File: src/rtl/circle_engine.sv
// Midpoint-circle rasteriser: accepts one circle per start and streams its clipped
// 8-way symmetric outline pixels to a valid/ready sink.
module circle_engine #(
  parameter int X_W      = 8,
  parameter int Y_W      = 7,
  parameter int R_W      = 7,
  parameter int COLOUR_W = 3,
  parameter int XMAX     = 159,
  parameter int YMAX     = 119
) (
  input  logic                clock,
  input  logic                reset,
  input  logic                start,
  input  logic [X_W-1:0]      centre_x,
  input  logic [Y_W-1:0]      centre_y,
  input  logic [R_W-1:0]      radius,
  input  logic [COLOUR_W-1:0] colour_in,
  output logic                busy,
  output logic                done,
  output logic                plot_valid,
  input  logic                plot_ready,
  output logic [X_W-1:0]      x,
  output logic [Y_W-1:0]      y,
  output logic [COLOUR_W-1:0] colour
);

  // state  | meaning
  // IDLE   | waiting for start; operands latched on acceptance
  // INIT   | load ox=radius, oy=0, crit=1-radius, oct=0
  // PLOT   | present octant point oct; advance on handshake or clip
  // UPDATE | midpoint step; loop to PLOT or finish
  // DONE   | one-cycle done pulse

  localparam int M1  = (X_W > Y_W) ? X_W : Y_W;
  localparam int S_W = ((M1 > R_W) ? M1 : R_W) + 2;
  localparam int O_W = R_W + 2;
  localparam int C_W = R_W + 3;
  localparam logic signed [S_W-1:0] XLIM = S_W'(XMAX);
  localparam logic signed [S_W-1:0] YLIM = S_W'(YMAX);

  typedef enum logic [2:0] {IDLE, INIT, PLOT, UPDATE, DONE} state_t;

  state_t                     state, state_n;
  logic [X_W-1:0]             cx;
  logic [Y_W-1:0]             cy;
  logic [R_W-1:0]             rad;
  logic [COLOUR_W-1:0]        col;
  logic signed [O_W-1:0]      ox, oy, ox_n, oy_n;
  logic signed [C_W-1:0]      crit, crit_n;
  logic [2:0]                 oct;
  logic signed [S_W-1:0]      sx, sy, dx, dy, px, py;
  logic                       visible, advance, crit_le0;

  // Point selection: odd octants swap ox/oy; octants 2-5 negate x, 4-7 negate y.
  always_comb begin
    sx = $signed({{(S_W-X_W){1'b0}}, cx});
    sy = $signed({{(S_W-Y_W){1'b0}}, cy});
    dx = oct[0] ? S_W'(oy) : S_W'(ox);
    dy = oct[0] ? S_W'(ox) : S_W'(oy);
    px = (oct[2] ^ oct[1]) ? sx - dx : sx + dx;
    py = oct[2] ? sy - dy : sy + dy;
    visible = !px[S_W-1] && !py[S_W-1] && (px <= XLIM) && (py <= YLIM);
  end

  assign plot_valid = (state == PLOT) && visible;
  assign advance    = (state == PLOT) && (!visible || plot_ready);
  assign busy       = (state != IDLE);
  assign done       = (state == DONE);
  assign x          = plot_valid ? px[X_W-1:0] : '0;
  assign y          = plot_valid ? py[Y_W-1:0] : '0;
  assign colour     = col;

  always_comb begin
    crit_le0 = crit[C_W-1] || (crit == '0);
    oy_n     = oy + O_W'(1);
    ox_n     = crit_le0 ? ox : ox - O_W'(1);
    crit_n   = crit_le0 ? crit + (C_W'(oy_n) <<< 1) + C_W'(1)
                        : crit + (C_W'(oy_n - ox_n) <<< 1) + C_W'(1);
  end

  always_comb begin
    state_n = state;
    case (state)
      IDLE:    if (start) state_n = INIT;
      INIT:    state_n = PLOT;
      PLOT:    if (advance && oct == 3'd7) state_n = UPDATE;
      UPDATE:  state_n = (oy_n <= ox_n) ? PLOT : DONE;
      DONE:    state_n = IDLE;
      default: state_n = IDLE;
    endcase
  end

  always_ff @(posedge clock or posedge reset) begin
    if (reset) state <= IDLE;
    else       state <= state_n;
  end

  always_ff @(posedge clock or posedge reset) begin
    if (reset) begin
      cx   <= '0;
      cy   <= '0;
      rad  <= '0;
      col  <= '0;
      ox   <= '0;
      oy   <= '0;
      crit <= '0;
      oct  <= '0;
    end else begin
      case (state)
        IDLE: if (start) begin
          cx  <= centre_x;
          cy  <= centre_y;
          rad <= radius;
          col <= colour_in;
        end
        INIT: begin
          ox   <= O_W'(rad);
          oy   <= '0;
          crit <= C_W'(1) - $signed(C_W'(rad));
          oct  <= '0;
        end
        PLOT: if (advance) oct <= oct + 3'd1;
        UPDATE: begin
          ox   <= ox_n;
          oy   <= oy_n;
          crit <= crit_n;
          oct  <= '0;
        end
        default: ;
      endcase
    end
  end

endmodule
File: config.mk
export PLATFORM = sky130hd
export DESIGN_NAME = circle_engine
export DESIGN_NICKNAME = d
export VERILOG_FILES = /design/src/rtl/circle_engine.sv
export SDC_FILE = /design/constraint.sdc
export NUM_CORES = 1
export LEC_CHECK = 0
export BUFFER_PORTS_ARGS = -buffer_cell sky130_fd_sc_hd__buf_2
export CORE_UTILIZATION = 24
export DETAILED_ROUTE_END_ITERATION = 10
export PLACE_DENSITY = 0.5
export SETUP_SLACK_MARGIN = 0.5
export SYNTH_ARGS = -nofsm -noshare
export SYNTH_HDL_FRONTEND = slang
export SYNTH_SLANG_ARGS = --single-unit
export TNS_END_PERCENT = 50
File: constraint.sdc
create_clock -name clock -period 16.9 [get_ports clock]
set_input_delay 3.38 -clock clock [delete_from_list [all_inputs] [get_ports clock]]
set_output_delay 3.38 -clock clock [all_outputs]
set_load 0.02 [all_outputs]
---- Yosys cells after proc, flatten, opt, wreduce, memory -nomap -nowiden ----
Cells that the tools add are included.
storage, ports and cells
  bits in registers ....................... 59
  bits in latches ......................... 0
  memory bits (writable) .................. 0
  ROM bits ................................ 0
  input bits .............................. 29
  memories kept ........................... 0
cells by class
  $add $sub $neg .......................... 13
  multipliers ............................. 0
  divide/modulo/power cells ............... 0
  order comparisons ....................... 3
  equality and inequality tests ........... 8
  shift operators ......................... 0
  multiplexer cells ....................... 17
  bitwise gates (word level) .............. 1
  reductions and logical operators ........ 20
operators with widths
  operator                 count
  $mux W10                 5
  $pmux W9 S2              2
  $add A10 B10 Y10         2
  $add A10 B2 Y10 const B  2
  $pmux W10 S2             1
  $mux W3                  4
  $pmux W3 S4              1
  $add A8 B10 Y10          1
  $add A9 B10 Y10          1
  $le A10 B8 Y1 const B    1
  $le A10 B9 Y1 const B    1
  $logic_not A10 Y1        1
  $sub A8 B10 Y10          1
  $sub A9 B10 Y10          1
  $add A9 B2 Y9 const B    1
  $le A9 B9 Y1             1
  $mux W9                  1
  $sub A9 B2 Y9 const B    1
  $sub A9 B9 Y9            1
  $mux W8                  1
  $sub A1 B7 Y8 const A    1
  $mux W7                  1
  $eq A3 B2 Y1 const B     2
  $eq A3 B3 Y1 const B     2
  14 further kinds         26

---- Logic depth before layout (Yosys ltp) ----
Gate-level depths: netlist (run 1).
  depth after elaboration ................. 13
  mapped depth ............................ 20

---- Least setup slack after synthesis (run 1) ----
No wires, ideal clock.
  path type ............................... flip-flop to output port
  from .................................... register oct[0]
  to ...................................... output port x[2]
  arrival ................................. 4.978 ns
  data required time ...................... 13.520 ns
  slack ................................... 8.542 ns
  cell stages (with the launch flop) ...... 18
  cells stage by stage .................... dfrtp_1 buf_2 buf_2 buf_1 mux2i_1 ha_1 nor4b_1 nor3_1 xor2_1 ha_1 or3_1 o211a_1 mux2_2 o32a_1 or4_1 buf_2 clkbuf_1 nor3_1
between the ends
  longest elaborated chain between the ends .. 9
  elaborated cells on any way between the ends .. 17
  those cells by class .................... add/sub (4); order compare (2); mux (5); reduce/logical (6)
RTL lines
  item                                                     line  source
  start: declaration                                       50    logic [2:0] oct;
  start signal: assignment                                 122   PLOT: if (advance) oct <= oct + 3'd1;
  branches (longest 8 deep; another with $add A9 B10 Y10)  --
  $mux W8 *                                                69    assign x = plot_valid ? px[X_W-1:0] : '0;
  end: declaration                                         22    output logic [X_W-1:0] x,
Every way passes the cells marked *.

---- Final worst setup path (run 1) ----
  from .................................... register oct[0]
  to ...................................... output port x[4]
Same word-level chain as after synthesis.

==> results.json, run 1 <==
{
  "rows": 54,
  "rr_worst_depth": 17,
  "gr-total-overflow": 0,
  "clkTransAtPathRegs_ps": 60,
  "syn_avg_cell_area_um2": 8.267,
  "tightest_slew_ps": 827.4,
  "synth-seq-area-share_pct": 27.26,
  "syn_area_mm2": 0.005415,
  "num-fill-cells": 2347,
  "drc": 2,
  "diodes": 0,
  "critPathBufInv": 3,
  "clock-root-buffer": "clkbuf_16",
  "grt_max_degree": 60,
  "critPathLaunchType": "flip-flop",
  "dp_hpwl_mm": 10.78,
  "min_period_ps": 8696,
  "synth_seq_cells": 59,
  "async_flop_share_pct": 100.0,
  "drive_gt1_share_pct": 14.41,
  "drt-total-wl_mm": 14.32,
  "clk_latency_ps": 340,
  "slowest_delay_ps": 790,
  "cts-hold-fix-buffers": 0,
  "tns_ps": 0,
  "io_pins": 50,
  "portBuffers": 49,
  "setup_violations": 0,
  "area_delta_synth_final_pct": 15.60,
  "vias": 4653,
  "holdCritPathClass": "flip-flop to flip-flop",
  "cts_buffers": 9,
  "drt_first_pass_iters": 8,
  "critPathKind": "flip-flop to primary output",
  "pre_cts_ws_ps": 8669,
  "violations": "design-rule violations",
  "outcome": "finished with violations",
  "post_cts_buffers": 0,
  "min_path_cells": 1,
  "fmax_mhz": 115.0,
  "wl_per_cell_um": 14.70,
  "vias_per_cell": 4.777,
  "die_w_um": 152.2,
  "drtIter0Drc": 209,
  "coreArea_mm2": 0.02196,
  "start_util_pct": 24.66,
  "crit_arrival_ps": 5320,
  "nNetsFinal": 770,
  "ys_types": 57,
  "finalCritPeriodShare_pct": 51.46,
  "drv_cap": 0,
  "finalMaxSlewViolations": 0,
  "cp.depth": 17,
  "grt_first_pass_wirelength_mm": 23.62,
  "path_cells": "buf_4 -> inv_1 -> a21boi_0 -> ha_1 -> nor4b_1 -> nor3_1 -> xor2_1 -> ha_1 -> o21ai_0 -> o21bai_1 -> a21oi_1 -> o21ai_0 -> mux2_2 -> o32a_1 -> or4_1 -> a211oi_1 -> buf_2",
  "placed_area_mm2": 0.005918,
  "ctsLongestPathBuffers": 2,
  "antenna_found_initial": 0,
  "track_usage_pct": 12.76,
  "grt_pass1_vias": 4542,
  "slowest_stage": "or4_1",
  "fin_ws_ps": 8204,
  "mostFrequentLayoutCell": "nand2_1",
  "slew_headroom_pct": 44.84,
  "postRouteAntennaNets": 0,
  "h-tree-depth": 3,
  "critPathRequiredTime_ps": 13520,
  "skew_ps": 8.542,
  "die_area_mm2": 0.02317,
  "cts_resized": 0,
  "synth-edff-count": 0,
  "critPathTopFamily": "compound AO/OA/AOI/OAI gates",
  "hold_viol": 0,
  "ys.flop_type": "dfrtp_1",
  "ys_warn_count": 0,
  "fin_area_mm2": 0.006260,
  "place_congestion": 0.7932,
  "layout_common_cells": "67 x nand2_1, 59 x dfrtp_1, 53 x nor2_1",
  "path_max_fanout": 34,
  "endpoint_kind": "primary output",
  "cts.sinks": 59,
  "synth_nets": 736,
  "synthCells": 655,
  "cts_tree": "yes",
  "die_y_um": 152.2,
  "rsz0062_at_grt": "false"
}
-- synth_stat cells (all sizes together), types with 3 or more instances --
| library cell | number | area, µm² |
|---|---|---|
| nand2 | 67 | 251.5 |
| dfrtp | 59 | 1476 |
| nor2 | 54 | 202.7 |
| o21ai | 53 | 265.3 |
| a21oi | 48 | 240.2 |
| ha | 47 | 588.1 |
| inv | 36 | 135.1 |
| xnor2 | 34 | 297.8 |
| xor2 | 27 | 236.5 |
| mux2 | 24 | 270.3 |
| clkbuf | 21 | 78.83 |
| nor3 | 20 | 100.1 |
| mux2i | 18 | 180.2 |
| nand3 | 16 | 80.08 |
| buf | 12 | 68.81 |
| nor2b | 9 | 56.30 |
| o21a | 8 | 60.06 |
| a211oi | 6 | 45.04 |
| a21boi | 6 | 45.04 |
| a21o | 6 | 45.04 |
| and3 | 6 | 37.54 |
| nand2b | 6 | 37.54 |
| or3 | 6 | 37.54 |
| a31oi | 5 | 31.28 |
| fa | 5 | 100.1 |
| and2 | 4 | 25.02 |
| o21bai | 4 | 30.03 |
| or2 | 4 | 25.03 |
| nor4 | 3 | 18.77 |
| nor4b | 3 | 26.28 |
| o31ai | 3 | 22.52 |
-- registers in the layout (all words and copies together) (netlist names) --
signal	cells
crit	10
ox	9
oy	9
cx	8
cy	7
rad	7
colour	3
oct	3
state	3
-- area by class of cell --
class | instances | area, µm² | share of cell area, %
Timing Repair Buffer | 56 | 297.8 | 4.757
Clock buffer | 9 | 225.2 | 3.598
Sequential cell | 59 | 1476 | 23.59
Tap cell | 280 | 350.3 | 5.597
Inverter | 36 | 135.1 | 2.159
Multi-Input combinational cell | 527 | 3659 | 58.44
Clock inverter | 7 | 116.4 | 1.859
-- stage by stage --
stage          instances  util (%)  hold WS (ps)
3_5_place_dp         958     26.95         492.7
6_report             974     28.51         502.6
5_1_grt              974     28.51         526.9
4_1_cts              974     28.51         505.5
2_1_floorplan        655         -         481.4
3_3_place_gp         958     26.95         486.2
-- cell families (layout without fill, tap and decap cells) --
family / count (synthesis) / in the layout / share of synthesized area [%]
and+or+nand+nor: 207 / 207 / 17.88
AOI/OAI and AO/OA: 165 / 165 / 18.74
buffers and inverters: 69 / 108 / 5.222
xor gates and xnor gates: 61 / 61 / 9.866
DFF: 59 / 59 / 27.26
adders and majority gates: 52 / 52 / 12.71
muxes: 42 / 42 / 8.318
-- final timing paths --
kind	from	endpoint	slack [ps]
worst min-delay path	colour[2]	colour[2]	500
max in group asynchronous	reset	crit[6]	13060
worst max register to register	oct[0]	oct[1]	11710
worst min register to register	colour[2]	colour[2]	500
min in group asynchronous	reset	cx[3]	3260
worst max-delay path	oct[0]	x[4]	8200
-- metal layers --
metal | wire length (µm) | up-vias | part of all wire [%] | track usage, %
met5 | 0 | - | 0 | 0
li1 | - | 2383 | - | -
met1 | 7483 | 2202 | 52 | 17.79
met2 | 6306 | 56 | 44 | 20.30
met3 | 339 | 12 | 2.4 | 1.706
met4 | 191 | 0 | 1.3 | 4.130
Power of run 1 is not shown: default switching activity piles up to over one toggle a cycle in this logic, so the estimate is an artifact.
==> run 2: changes to the inputs <==
--- a/config.mk
+++ b/config.mk
@@ -5,6 +5,7 @@
 export SDC_FILE = /design/constraint.sdc
 export NUM_CORES = 1
 export LEC_CHECK = 0
+export ABC_AREA = 1
 export BUFFER_PORTS_ARGS = -buffer_cell sky130_fd_sc_hd__buf_2
 export CORE_UTILIZATION = 24
 export DETAILED_ROUTE_END_ITERATION = 10
==> constraint.sdc (replaced) <==
create_clock -name clock -period 8.9 [get_ports clock]
set_input_delay 1.78 -clock clock [delete_from_list [all_inputs] [get_ports clock]]
set_output_delay 1.78 -clock clock [all_outputs]
set_load 0.02 [all_outputs]
==> run 2 against run 1 <==
Effect of this change:
- the flow now finishes without violations
- area after synthesis is 0.97% higher
- highest routed layer unchanged
- via count is 5.1% higher
- final cell count is 9.5% higher
==> results.json, run 2 <==
{
  "tns_ps": 0,
  "grt_first_pass_wirelength_mm": 24.04,
  "reg2reg_slack_ps": 4330,
  "finalMaxSlewViolations": 0,
  "io_pins": 50,
  "gr-total-overflow": 0,
  "dp_hpwl_mm": 11.54,
  "endpoint_kind": "primary output",
  "synth-compound-area-share_pct": 15.58,
  "mostFrequentLayoutCell": "nand2_1",
  "synth_xor_area_share_pct": 8.169,
  "holdCritPathClass": "flip-flop to flip-flop",
  "cts_buffers": 9,
  "h-tree-depth": 3,
  "coreArea_mm2": 0.02209,
  "clk_latency_ps": 330,
  "diodes": 0,
  "syn_avg_cell_area_um2": 7.449,
  "r2r-end": "crit[9]",
  "cpMostUsedCell": "nand2_1",
  "postRouteAntennaNets": 0,
  "r2r_start": "crit[5]",
  "critPathLaunchType": "flip-flop",
  "synth-edff-count": 0,
  "wl_per_cell_um": 13.71,
  "path_max_fanout": 38,
  "synthCells": 734,
  "drt-total-wl_mm": 14.63,
  "drt_first_pass_iters": 5,
  "tightest_slew_ps": 1137,
  "path_cells": "inv_2 -> nand2_1 -> nand2_2 -> ha_1 -> nand2_2 -> nor2_4 -> nor2_1 -> xor2_1 -> ha_1 -> a21oi_1 -> inv_1 -> nand2_1 -> nand3_1 -> nand3_1 -> nand2_1 -> nor2_1 -> nand4_2 -> nor2_4 -> nand3_4 -> nor3b_2 -> buf_2",
  "finalCritPeriodShare_pct": 69.73,
  "drtIter0Drc": 295,
  "endpoint": "x[4]",
  "async_flop_share_pct": 100.0,
  "cp.depth": 21,
  "setup_violations": 0,
  "synth_fa_ha_area_share_pct": 12.59,
  "grt_pass1_vias": 4741,
  "synth_nets": 815,
  "portBuffers": 49,
  "num-fill-cells": 2405,
  "cts_resized": 0,
  "critPathRequiredTime_ps": 7120,
  "nNetsFinal": 863,
  "critPathKind": "flip-flop to primary output",
  "top_register": "crit",
  "track_usage_pct": 12.93,
  "die_w_um": 152.9,
  "synth_top_area_share_pct": 27.00,
  "cts.sinks": 59,
  "synth-simple-area-share_pct": 24.35,
  "yosysTopAreaCell": "dfrtp_1",
  "slowest_delay_ps": 1090,
  "drv_cap": 0,
  "slew_headroom_pct": 24.23,
  "cts-hold-fix-buffers": 0,
  "regArea_mm2": 0.001476,
  "place_congestion": 0.8351,
  "synth_top_cells_by_count": "149 x nand2_1, 98 x inv_1, 59 x dfrtp_1, 53 x a21oi_1, 48 x nor2_1",
  "syn_area_mm2": 0.005468,
  "ys_warn_count": 0,
  "min_period_ps": 6206,
  "critPathTopFamily": "simple AND/OR/NAND/NOR gates",
  "skew_ps": 9.614,
  "ys.flop_type": "dfrtp_1",
  "multi_input_comb_area_mm2": 0.003498,
  "cts_tree": "yes",
  "crit_arrival_ps": 4430,
  "start_util_pct": 24.75,
  "layout_common_cells": "149 x nand2_1, 97 x inv_1, 59 x dfrtp_1",
  "antenna_found_initial": 0,
  "ctsLongestPathBuffers": 2,
  "grt_max_degree": 60,
  "critPathBufInv": 3,
  "drive_gt1_share_pct": 16.77,
  "fmax_mhz": 161.1,
  "synth_most_common_cell": "nand2_1",
  "vias_per_cell": 4.581,
  "hold_viol": 0,
  "outcome": "complete, no violations",
  "synth_mux_area_share_pct": 3.295,
  "clkTransAtPathRegs_ps": 60,
  "die_area_mm2": 0.02339,
  "die_y_um": 152.9,
  "yosys-top-cells-area": "dfrtp_1 27%, ha_1 11%, nand2_1 10%, inv_1 6.7%, xor2_1 5.9%",
  "slowest_stage": "dfrtp_1",
  "critPathLaunch": "oct[0]",
  "synth_top_family_by_area": "simple AND/OR/NAND/NOR gates",
  "rsz0062_at_grt": "false",
  "ys_types": 48,
  "area_delta_synth_final_pct": 15.51,
  "top_regs": "crit: 10 flops, ox: 9 flops, oy: 9 flops",
  "rows": 54,
  "synth_seq_cells": 59,
  "post_cts_buffers": 0,
  "drc": 0,
  "rr_worst_depth": 21,
  "clock-root-buffer": "clkbuf_16",
  "largest_reg_flops": 10,
  "synth-seq-area-share_pct": 27.00,
  "vias": 4888
}
## run 2: changes by cell type after synthesis, sizes merged, moves of 8 or more
cell,before,now
a22oi,0,9
clkbuf,21,10
inv,36,104
mux2,24,16
mux2i,18,0
nand2,67,158
nand3,16,42
nor2,54,63
nor2b,9,0
nor3,20,10
xnor2,34,14
xor2,27,37
## run 2: metal layers
metal	global-route usage (%)	vias up	wire, µm
li1	-	2549	-
met1	17.79	2260	7468
met2	21.21	73	6578
met3	2.523	6	518
met4	2.020	0	67
met5	0	-	0
## run 2: cell families (layout without fill, tap and decap cells)
group | count (synthesis) | count (layout)
AND/OR/NAND/NOR | 291 | 291
multiplexers | 16 | 16
XOR/XNOR | 51 | 51
adder cells (fa/ha/maj) | 52 | 52
AO/OA/AOI/OAI | 145 | 145
buffers and inverters | 120 | 173
flip-flops | 59 | 59
## run 2: worst min-delay path by stage
stage          startpoint         to  cells after the start
6_report          crit[9]    crit[9]                      2
3_3_place_gp      crit[9]    crit[9]                      2
3_5_place_dp      crit[9]    crit[9]                      2
2_1_floorplan     crit[9]    crit[9]                      2
4_1_cts           crit[9]    crit[9]                      2
5_1_grt         colour[2]  colour[2]                      1
## run 2: final cells by class
| cell class | instances | share of cell area, % |
|---|---|---|
| clock inverters | 7 | 1.585 |
| clock buffers | 9 | 3.566 |
| flip-flops and latches | 59 | 23.38 |
| repair buffers | 53 | 4.358 |
| multi-input cells | 555 | 55.39 |
| well taps | 280 | 5.547 |
| inverters | 104 | 6.181 |
## run 2: metrics by stage
step           area [µm²]  util (%)  cells  worst slack (ps)  hold WS [ps]
2_1_floorplan        5468         -    734              3995         456.7
3_3_place_gp         5991     27.12   1051              3057         476.5
3_5_place_dp         5991     27.12   1051              3008         479.7
4_1_cts              6316     28.59   1067              2652         495.0
5_1_grt              6316     28.59   1067              2187         521.1
6_report             6316     28.59   1067              2694         500.8
## run 2: tightest hold or removal path, stage by stage, from the launching register on
cell,delay (ps)
dfrtp_1,350
a21oi_1,60
nand2_1,60
Power of run 2 is left out for the same reason.
==> run 3: changes to the inputs <==
--- a/config.mk
+++ b/config.mk
@@ -9,7 +9,7 @@
 export BUFFER_PORTS_ARGS = -buffer_cell sky130_fd_sc_hd__buf_2
 export CORE_UTILIZATION = 24
 export DETAILED_ROUTE_END_ITERATION = 10
-export PLACE_DENSITY = 0.5
+export PLACE_DENSITY = 0.51
 export SETUP_SLACK_MARGIN = 0.5
 export SYNTH_ARGS = -nofsm -noshare
 export SYNTH_HDL_FRONTEND = slang
==> constraint.sdc (replaced) <==
create_clock -name clock -period 5.39 [get_ports clock]
set_input_delay 1.078 -clock clock [delete_from_list [all_inputs] [get_ports clock]]
set_output_delay 1.078 -clock clock [all_outputs]
set_load 0.02 [all_outputs]
==> run 3 against run 2 <==
Effect of this change:
- critical path depth unchanged
- flip-flop and latch count unchanged
- clock skew decreased by 2.9 ps
- routed wire length increased by 3.8%
- die area unchanged
- first-iteration DRC count decreased by 19%
- utilization increased by 2.1 points
==> results.json, run 3 (synthesis results as in run 2) <==
{
  "ctsLongestPathBuffers": 2,
  "start_util_pct": 24.75,
  "track_usage_pct": 13.23,
  "vias": 5036,
  "skew_ps": 6.721,
  "coreArea_mm2": 0.02209,
  "min_period_ps": 4762,
  "drt-total-wl_mm": 15.19,
  "antenna_found_initial": 0,
  "clk_latency_ps": 350,
  "cts_buffers": 9,
  "vias_per_cell": 4.603,
  "postRouteAntennaNets": 0,
  "met2_usage_pct": 21.36,
  "grt.busiest_layer": "met2",
  "crit_arrival_ps": 3680,
  "cts-hold-fix-buffers": 0,
  "rsz0062_at_grt": "true",
  "die_area_mm2": 0.02339,
  "rows": 54,
  "wl_per_cell_um": 13.89,
  "grt_use_met3_pct": 2.920,
  "drive_gt1_share_pct": 25.18,
  "nNetsFinal": 890,
  "critPathRequiredTime_ps": 4310,
  "num-fill-cells": 2363,
  "tns_ps": 0,
  "portBuffers": 49,
  "fmax_mhz": 210.0,
  "finalMaxSlewViolations": 0,
  "met1_usage_pct": 17.84,
  "whs_ps": 491.0,
  "outcome": "complete, no violations",
  "holdCritPathClass": "flip-flop to flip-flop",
  "layout_common_cells": "143 x nand2_1, 92 x inv_1, 56 x dfrtp_1",
  "path_max_fanout": 7,
  "cts_tree": "yes",
  "drv_cap": 0,
  "area_delta_synth_final_pct": 23.91,
  "critPathLaunchType": "flip-flop",
  "largest_reg_flops": 10,
  "drc": 0,
  "hold_viol": 0,
  "endpoint_kind": "primary output",
  "critPathKind": "flip-flop to primary output",
  "gr-total-overflow": 0,
  "clkTransAtPathRegs_ps": 60,
  "mostFrequentLayoutCell": "nand2_1",
  "drtIter0Drc": 239,
  "top_regs": "crit: 10 flops, ox: 9 flops, oy: 9 flops",
  "grt_max_degree": 60,
  "dp_hpwl_mm": 11.36,
  "tightest_slew_ps": 830.2,
  "die_w_um": 152.9,
  "grt_first_pass_wirelength_mm": 24.54,
  "h-tree-depth": 3,
  "clock-root-buffer": "clkbuf_16",
  "top_register": "crit",
  "slew_headroom_pct": 44.66,
  "die_y_um": 152.9,
  "setup_violations": 0,
  "cts.sinks": 59,
  "grt_pass1_vias": 4864,
  "io_pins": 50,
  "drt_first_pass_iters": 4,
  "place_congestion": 0.8173,
  "diodes": 0,
  "finalCritPeriodShare_pct": 88.34
}
-- run 3: worst paths after layout --
| check | slack [ps] | cells past startpoint | end | start |
|---|---|---|---|---|
| hold / removal | 490 | 2 | crit[9] | crit[9] |
| setup reg to reg | 1250 | 21 | crit[9] | crit[5] |
| min in group asynchronous | 980 | 3 | colour[0] | reset |
| hold reg to reg | 490 | 2 | crit[9] | crit[9] |
| setup / recovery | 630 | 21 | y[6] | oy[0] |
| max in group asynchronous | 3830 | 3 | oct[0] | reset |
-- run 3: repair_timing --
action                     CTS  global route
gates resized for setup      4            70
buffers inserted             3            21
setup endpoints to repair   16            16
cloned                       0             1
hold endpoints to repair     0             0
pin swaps                    2            30
-- run 3: layer usage --
metal	routed length, µm	vias up
li1	-	2590
met1	7475	2356
met3	603	21
met4	215	0
met2	6898	69
met5	0	-
-- run 3: metrics by stage --
step                      area, µm²  worst slack [ps]  utilization, %  cells
after detailed placement       6006             630.0           27.18   1053
after CTS                      6321             532.5           28.61   1072
after global routing           6775             415.0           30.67   1094
after global placement         6006             667.7           27.18   1053
final                          6775             628.4           30.67   1094
after floorplan                5468              1187               -    734
-- run 3: layout make-up --
type | count | area, µm² | share of cell area [%]
Timing Repair Buffer | 80 | 539.3 | 7.959
Inverter | 104 | 396.6 | 5.854
Clock inverter | 5 | 38.79 | 0.5725
Clock buffer | 11 | 232.7 | 3.435
Tap cell | 280 | 350.3 | 5.171
Multi-Input combinational cell | 555 | 3737 | 55.16
Sequential cell | 59 | 1480 | 21.85
-- run 3: critical path, cell delays in order (launching register included) --
cell and delay, ps:
dfrtp_1 410, clkinvlp_4 160, buf_4 150, nand2_1 40
o21a_1 170, inv_1 90, ha_4 170, nor2_4 90
xor2_2 230, ha_4 260, a21oi_2 150, nand2_2 100
nand2_2 70, nand2_1 80, a21oi_2 170, xnor2_1 150
inv_1 90, a21o_1 220, nand3_4 120, buf_4 190
nor2_1 60, buf_2 160
Power of run 3 is left out for the same reason.
